## config.mk

```make
export PLATFORM = sky130hd
export DESIGN_NAME = program_loader
export DESIGN_NICKNAME = d
export VERILOG_FILES = /design/src/rtl/program_loader_pkg.sv /design/src/rtl/program_loader_byte_assembler.sv /design/src/rtl/program_loader.sv
export SDC_FILE = /design/constraint.sdc
export NUM_CORES = 1
export LEC_CHECK = 0
export ABC_CLOCK_PERIOD_IN_PS = 2700
export CAP_MARGIN = 10
export CORE_UTILIZATION = 58
export CTS_CLUSTER_SIZE = 25
export DETAILED_ROUTE_END_ITERATION = 8
export GPL_TIMING_DRIVEN = 0
export HOLD_SLACK_MARGIN = 0.05
export PLACE_DENSITY = 0.83
export SLEW_MARGIN = 25
export SYNTH_ARGS = -nofsm -noshare
export SYNTH_HDL_FRONTEND = slang
export SYNTH_SLANG_ARGS = --single-unit
```

## constraint.sdc

```tcl
create_clock -name clk -period 2.7 [get_ports clk]
set_input_delay 0.405 -clock clk [delete_from_list [all_inputs] [get_ports clk]]
set_output_delay 0.405 -clock clk [all_outputs]
set_load 0.005 [all_outputs]
```

## src/rtl/program_loader_pkg.sv

```systemverilog
// Shared constants and state encoding for the boot-time UART program loader.
package program_loader_pkg;

    localparam logic [7:0] SYNC_BYTE = 8'hAA;

    typedef enum logic [2:0] {
        IDLE,
        LEN,
        DATA,
        ACK_REQ,
        ACK_WAIT,
        DONE,
        ERROR
    } loader_state_t;

endpackage

```

## src/rtl/program_loader_byte_assembler.sv

```systemverilog
// Big-endian 4-byte assembler; word/word_valid are presented on the 4th byte itself.
module program_loader_byte_assembler (
    input  logic        clk,
    input  logic        rstn,
    input  logic        clr,
    input  logic        byte_valid,
    input  logic [7:0]  byte_in,
    output logic [31:0] word,
    output logic        word_valid
);

    logic [23:0] sr;
    logic [1:0]  cnt;

    always_ff @(posedge clk) begin
        if (!rstn) begin
            sr  <= '0;
            cnt <= '0;
        end else if (clr) begin
            sr  <= '0;
            cnt <= '0;
        end else if (byte_valid) begin
            sr  <= {sr[15:0], byte_in};
            cnt <= cnt + 2'd1;
        end
    end

    assign word       = {sr, byte_in};
    assign word_valid = byte_valid && (cnt == 2'd3);

endmodule

```

## src/rtl/program_loader.sv

```systemverilog
// Boot loader: sync byte, 32-bit word count, N instructions into imem, then an ack byte.
module program_loader
    import program_loader_pkg::*;
#(
    parameter int INST_SIZE = 15
) (
    input  logic                 clk,
    input  logic                 rstn,
    input  logic [7:0]           rx_data,
    input  logic                 rx_valid,
    input  logic                 rx_ferr,
    output logic [7:0]           tx_data,
    output logic                 tx_start,
    input  logic                 tx_busy,
    output logic                 inst_we,
    output logic [INST_SIZE-1:0] inst_addr,
    output logic [31:0]          inst_wdata,
    output logic                 sync_received,
    output logic                 load_done,
    output logic                 ack_sent,
    output logic                 err
);

    localparam logic [32:0] DEPTH = 33'd1 << INST_SIZE;

    loader_state_t      state, state_next;
    logic [31:0]        word;
    logic               word_valid;
    logic               asm_valid;
    logic               asm_clr;
    logic               rx_bad;
    logic               len_oversize;
    logic [INST_SIZE:0] n_words;
    logic [INST_SIZE:0] word_cnt;
    logic [1:0]         wait_cnt;

    assign rx_bad       = rx_valid && rx_ferr;
    assign asm_valid    = rx_valid && !rx_ferr && (state == LEN || state == DATA);
    assign asm_clr      = (state_next != state);
    assign len_oversize = ({1'b0, word} > DEPTH);

    program_loader_byte_assembler u_byte_assembler (
        .clk        (clk),
        .rstn       (rstn),
        .clr        (asm_clr),
        .byte_valid (asm_valid),
        .byte_in    (rx_data),
        .word       (word),
        .word_valid (word_valid)
    );

    always_ff @(posedge clk) begin
        if (!rstn) begin
            state         <= IDLE;
            n_words       <= '0;
            word_cnt      <= '0;
            wait_cnt      <= '0;
            inst_we       <= 1'b0;
            inst_addr     <= '0;
            inst_wdata    <= '0;
            sync_received <= 1'b0;
            load_done     <= 1'b0;
            ack_sent      <= 1'b0;
            err           <= 1'b0;
        end else begin
            state   <= state_next;
            inst_we <= 1'b0;

            // Counts cycles spent in ACK_WAIT so tx_busy has time to rise after tx_start.
            if (state != ACK_WAIT)
                wait_cnt <= '0;
            else if (wait_cnt != 2'd3)
                wait_cnt <= wait_cnt + 2'd1;

            if (state == LEN && word_valid) begin
                n_words  <= word[INST_SIZE:0];
                word_cnt <= '0;
            end

            if (state == DATA && word_valid) begin
                inst_we    <= 1'b1;
                inst_addr  <= word_cnt[INST_SIZE-1:0];
                inst_wdata <= word;
                word_cnt   <= word_cnt + 1'b1;
            end

            if (state == IDLE && state_next == LEN)
                sync_received <= 1'b1;
            if ((state == LEN || state == DATA) && state_next == ACK_REQ)
                load_done <= 1'b1;
            if (state == ACK_WAIT && state_next == DONE)
                ack_sent <= 1'b1;
            if (state != ERROR && state_next == ERROR)
                err <= 1'b1;
        end
    end

    always_comb begin
        state_next = state;
        case (state)
            IDLE:
                if (rx_valid && rx_data == SYNC_BYTE)
                    state_next = LEN;
            LEN:
                if (rx_bad)
                    state_next = ERROR;
                else if (word_valid) begin
                    if (word == 32'd0)
                        state_next = ACK_REQ;
                    else if (len_oversize)
                        state_next = ERROR;
                    else
                        state_next = DATA;
                end
            DATA:
                if (rx_bad)
                    state_next = ERROR;
                else if (inst_we && word_cnt == n_words)
                    state_next = ACK_REQ;
            ACK_REQ:
                if (!tx_busy)
                    state_next = ACK_WAIT;
            ACK_WAIT:
                if (wait_cnt != 2'd0 && !tx_busy)
                    state_next = DONE;
            default:
                state_next = state;
        endcase
    end

    always_comb begin
        tx_start = 1'b0;
        tx_data  = 8'h00;
        if (state == ACK_REQ) begin
            tx_data  = SYNC_BYTE;
            tx_start = !tx_busy;
        end
    end

endmodule

```

# == Word-level counts from Yosys, hierarchy flattened ==
# Index checks and enable logic that the tools add are counted.
# word_totals
wordCells,70
ramBits,0
mem_count,0
latchBits,0
mem_bits_ro,0
output_inout_bits,61
register_bits,115
# op_classes
muxes,15
div_mod_pow,0
eq_ne,15
mul,0
bitwise,1
reduce_logical,22
magnitude_cmp,1
n_addsub,3
shift,0
# ops
op,n
"> comparator 32 x 16 -> 1 bit, second input constant",1
logical NOT 32 bit,1
two-way mux 16 bit,2
two-way mux 3 bit,9
"adder 16 x 1 -> 16 bit, second input constant",1
equality test 16 bit,1
one-hot mux 3 bit (5 select lines),1
logical AND 1 bit,13
"equality test 3 x 2 -> 1 bit, second input constant",3
"equality test 3 bit, second input constant",3
"equality test 8 bit, second input constant",1
two-way mux 8 bit,1
"equality test 3 x 1 -> 1 bit, second input constant",2
"inequality test 3 bit, second input constant",2
"adder 2 x 1 -> 2 bit, second input constant",2
nonzero test 2 bit,2
OR reduction 2 bit,2
logical NOT 3 bit,1
inequality test 3 bit,1
"equality test 2 bit, second input constant",1
logical NOT 1 bit,2
two-way mux 1 bit,2
"inequality test 2 bit, second input constant",1
logical OR 1 bit,1
NOT 1 bit,1

# == Logic depth before layout (Yosys ltp) ==
# Gate-level depths: netlist (run 1).
# depth
ltp_word,9
depth_mapped,9
mapped_depth_nobuf,8

# == Cells and area by module ==
# A second synthesis (run 1) with hierarchy kept.
# unflattened
hier_cells,582
area_unflattened_um2,4903.5
# by_module_without_submodules
mod,instances,area_per_inst_um2,cells_per_inst
program_loader,1,3856.2,487
program_loader_byte_assembler,1,1047.3,95

# == Worst setup path after synthesis (run 1) ==
# Ideal clock, no wire load.
# synth_path
path_type,input to register
start,in rx_data[0]
end,reg u_byte_assembler.cnt[0]
arrival_time_ps,1591
path_slack_ps,995
cell_stages,7
path_buffers,1
t_required_ps,2585
cell_sequence,nor4_1 nand4_1 a32oi_1 a22oi_2 o2111ai_4 buf_6 nor2_1
# synth_via
elab_chain_cells,8
elab_cells_between_ends,12
# synth_lines
element,line_no,source
"start, declared",program_loader.sv:9,"input logic [7:0] rx_data,"
> comparator 32 x 16 -> 1 bit,program_loader.sv:40,"assign len_oversize = ({1'b0, word} > DEPTH);"
two-way mux 3 bit,program_loader.sv:110,else if (len_oversize)
two-way mux 3 bit,program_loader.sv:108,if (word == 32'd0)
two-way mux 3 bit,program_loader.sv:107,else if (word_valid) begin
two-way mux 3 bit,program_loader.sv:105,if (rx_bad)
one-hot mux 3 bit (5 select lines) (*),program_loader.sv:100,case (state)
inequality test 3 bit (*),program_loader.sv:39,assign asm_clr = (state_next != state);
OR reduction 2 bit (no line) (*),n/a,
"end signal, assigned",program_loader_byte_assembler.sv:24,cnt <= cnt + 2'd1;
"end, declared",program_loader_byte_assembler.sv:13,logic [1:0] cnt;
# Every way passes the cells marked *; elsewhere a longest branch is shown, timed or not.
# A chain may end at the register's enable or synchronous reset.

# == Worst setup path in the final report (run 1) ==
# layout_path
start,reg state[0]
end,out tx_data[5]
# layout_via
elab_chain_cells,2
# layout_lines
element,line_no,source
"start, declared",program_loader.sv:26,"loader_state_t state, state_next;"
"start signal, assigned",program_loader.sv:66,state <= state_next;
equality test 3 x 2 -> 1 bit,program_loader.sv:134,if (state == ACK_REQ) begin
two-way mux 8 bit,program_loader.sv:134,
"end, declared",program_loader.sv:12,"output logic [7:0] tx_data,"
# No other way between the ends.

==> flow_summary.toml, run 1 <==
[run_status]
status = "complete, no violations"

[detailed_routing]
vias_per_cell = 5.583
wire_per_inst_um = 16.43
ant_nets = 0
drt_wl_total_um = 12740
firstDrtPassIters = 6
initialDrtViolationCount = 254
vias = 4327
drc = 0

[synth]
avgSynthCellArea_um2 = 8.736
synthFlopType = "dfxtp_1"
syn-cell-area_um2 = 4954
seq_area_frac_synth_pct = 46.48
syn_inst = 567
ys.warnings.count = 0
ys_ff_latch = 115
yosysUniqueCellTypes = 50
synth-async-reset-ratio_pct = 0
synth-edff-count = 0

[timing]
period_needed_ns = 2.455
tns_ns = 0
setup_ws_ns = 0.2446
finalClockSkew_ns = 0.006711
slew_violations = 0
fin_crit_sh_pct = 90.94
rsz0062_at_grt = "false"
fmax_mhz = 407.3
setup_violations = 0
hold_viol_final = 0
slew_headroom_pct = 49.94
tightest_slew_ns = 0.7452

[cts]
cts_buffer_depth = 2
post_cts_resized = 0
clockRootBuffer = "clkbuf_8"
cts_tree = "built"
clk_latency_ns = 0.51
postCtsHoldBufs = 0
clk_pin_slew_ns = 0.06
post_cts_buffers = 0
cts.sinks = 115
htree_num_levels = 4
cts_buffers = 17

[power]
power_leakage_nw = 2.223
ir_drop_mv = 0.4723
p_per_area_nw_per_um2 = 625.5

[floorplan]
die_y_um = 94.42
rows = 33
start_util_pct = 59.98
fp.dieArea_um2 = 8914
core_area_um2 = 8258
ioPinCount = 74
die_w_um = 94.42

[place]
place_ws_ns = 0.1103
io_buffers = 68
place_hpwl_um = 8743
dpl_cell_area_um2 = 5777
place_congestion = 0.8864

[finish]
area_delta_synth_final_pct = 28.21
drive_gt1_share_pct = 8.955
antenna_cells = 0
nets = 674
stdcell_area_um2 = 6351

[critical_path]
cp_data_arrival_time_ns = 2.05
reg2reg_depth = 7
crit_path_start_kind = "flop"
cp.required_ns = 2.30
cp-end-kind = "output pin"
crit_type = "reg2out"
crit_fanout = 8

[global_routing]
grt_max_degree = 17
gr-total-overflow = 0
grt_pass1_wl_um = 20730
track_usage_pct = 30.74
grt_antenna_before_repair = 0
grt_pass1_vias = 4122

[run]
drv_cap = 0

[min_path]
hold_depth = 2
hold_path_class = "reg2reg"
-- power breakdown --
group / internal [mW] / switching, mW / leakage (nW)
clock: 1.42 / 0.766 / 0.281
combinational: 0.0414 / 0.0493 / 1.02
sequential: 1.70 / 0.000179 / 0.926
total: 3.16 / 0.816 / 2.22
-- worst max-delay path, stage by stage, from the launching register on --
cell and delay (ns):
dfxtp_1 0.31, buf_4 0.17, nand2b_1 0.17, nor2_1 0.25
buf_4 0.15, clkdlybuf4s50_1 0.49
-- cell usage after synthesis (6+ instances only) --
cell | instances | area share [%]
nand2_1 | 145 | 11
dfxtp_1 | 115 | 46
a21boi_0 | 67 | 10
nor2_1 | 37 | 2.8
mux2i_1 | 28 | 5.7
clkbuf_1 | 19 | 1.4
o21ai_0 | 16 | 1.6
xnor2_1 | 13 | 2.3
buf_4 | 10 | 1.5
xor2_1 | 10 | 1.8
nand3_1 | 9 | 0.91
nor4_1 | 9 | 1.1
buf_2 | 8 | 0.81
nand4_1 | 7 | 0.88
nor2b_1 | 7 | 0.88
inv_1 | 6 | 0.45
-- cells by family after synthesis --
kind of cell | share of synthesized area, %
AOI/OAI and AO/OA | 15.61
xor gates and xnor gates | 4.067
adders and majority gates | 1.010
buffers and inverters | 4.849
DFF | 46.48
muxes | 5.658
other | 0.07570
and+or+nand+nor | 22.25
-- placed cells by master, fill, tap and decap left out, types with 3 or more instances in the layout --
cell | synthesis | final
o21ai_0 | 16 | 16
and2_1 | 4 | 4
ha_1 | 4 | 4
a21oi_1 | 5 | 5
nor2_1 | 37 | 37
o21ai_1 | 4 | 4
a21boi_0 | 67 | 67
xnor2_1 | 13 | 13
and3_1 | 3 | 3
a31oi_1 | 3 | 3
inv_1 | 6 | 6
clkbuf_16 | 0 | 16
buf_4 | 10 | 10
buf_2 | 8 | 8
nand2_1 | 145 | 145
clkinv_2 | 0 | 6
nor4_1 | 9 | 9
nand4_1 | 7 | 7
bufinv_16 | 0 | 3
xor2_1 | 10 | 10
mux2i_1 | 28 | 28
nand3_1 | 9 | 9
clkdlybuf4s50_1 | 0 | 68
nor3_1 | 5 | 5
dfxtp_1 | 115 | 115
nor2b_1 | 7 | 7
clkbuf_1 | 19 | 22
conb_1 | 1 | 4
-- per-stage QoR --
step | utilization (%) | std cells | hold WS, ns | power [mW]
5_1_grt | 76.91 | 775 | 0.4851 | 4.069
3_3_place_gp | 69.95 | 743 | 0.4432 | 1.822
2_1_floorplan | - | 570 | 0.4458 | 1.781
4_1_cts | 76.91 | 775 | 0.4557 | 3.969
6_report | 76.91 | 775 | 0.4493 | 3.973
3_5_place_dp | 69.95 | 743 | 0.4491 | 1.823
-- final cells by class --
cell class | instances | area [um^2]
Inverter | 7 | 26.28
Timing Repair Buffer | 68 | 680.7
Buffer | 40 | 214.0
Sequential cell | 115 | 2302
Clock inverter | 11 | 135.1
Fill cell | 573 | 1907
Tap cell | 105 | 131.4
Multi-Input combinational cell | 408 | 2422
Clock buffer | 21 | 439.2
-- path summary, 6_finish.rpt --
path / slack (ns) / start / to
hold / removal: 0.45 / sync_received / sync_received
hold reg to reg: 0.45 / sync_received / sync_received
setup / recovery: 0.24 / state[0] / tx_data[5]
setup reg to reg: 0.44 / u_byte_assembler.cnt[0] / inst_wdata[11]
-- state kept, by name, summed over array words and instances, names as in the netlist --
register and count:
ack_sent 1, err 1, inst_addr 15, inst_wdata 32
inst_we 1, load_done 1, n_words 16, state 3
sync_received 1, u_byte_assembler.cnt 2, u_byte_assembler.sr 24, wait_cnt 2
word_cnt 16
-- metal layers --
metal  up-vias  GRT usage [%]  wire [um]
met5         -              0          0
met3        30          8.132        715
met2       166          51.51       6307
li1       2077              -          -
met4         0          12.31        273
met1      2054          37.43       5438
(Power assumes the default switching activity.)
==> inputs of run 2 (changes only) <==
--- a/config.mk
+++ b/config.mk
@@ -13,7 +13,8 @@
 export GPL_TIMING_DRIVEN = 0
 export HOLD_SLACK_MARGIN = 0.05
 export PLACE_DENSITY = 0.83
-export SLEW_MARGIN = 25
+export SLEW_MARGIN = 30
 export SYNTH_ARGS = -nofsm -noshare
 export SYNTH_HDL_FRONTEND = slang
 export SYNTH_SLANG_ARGS = --single-unit
+export TNS_END_PERCENT = 5
==> results of run 2 <==
No change in the layout: final DEF, timing and power equal those of run 1.
==> inputs of run 3 (changes only) <==
--- a/config.mk
+++ b/config.mk
@@ -13,7 +13,6 @@
 export GPL_TIMING_DRIVEN = 0
 export HOLD_SLACK_MARGIN = 0.05
 export PLACE_DENSITY = 0.83
-export SLEW_MARGIN = 30
 export SYNTH_ARGS = -nofsm -noshare
 export SYNTH_HDL_FRONTEND = slang
 export SYNTH_SLANG_ARGS = --single-unit
==> results of run 3 <==
No change in the layout: final DEF, timing and power equal those of run 1.
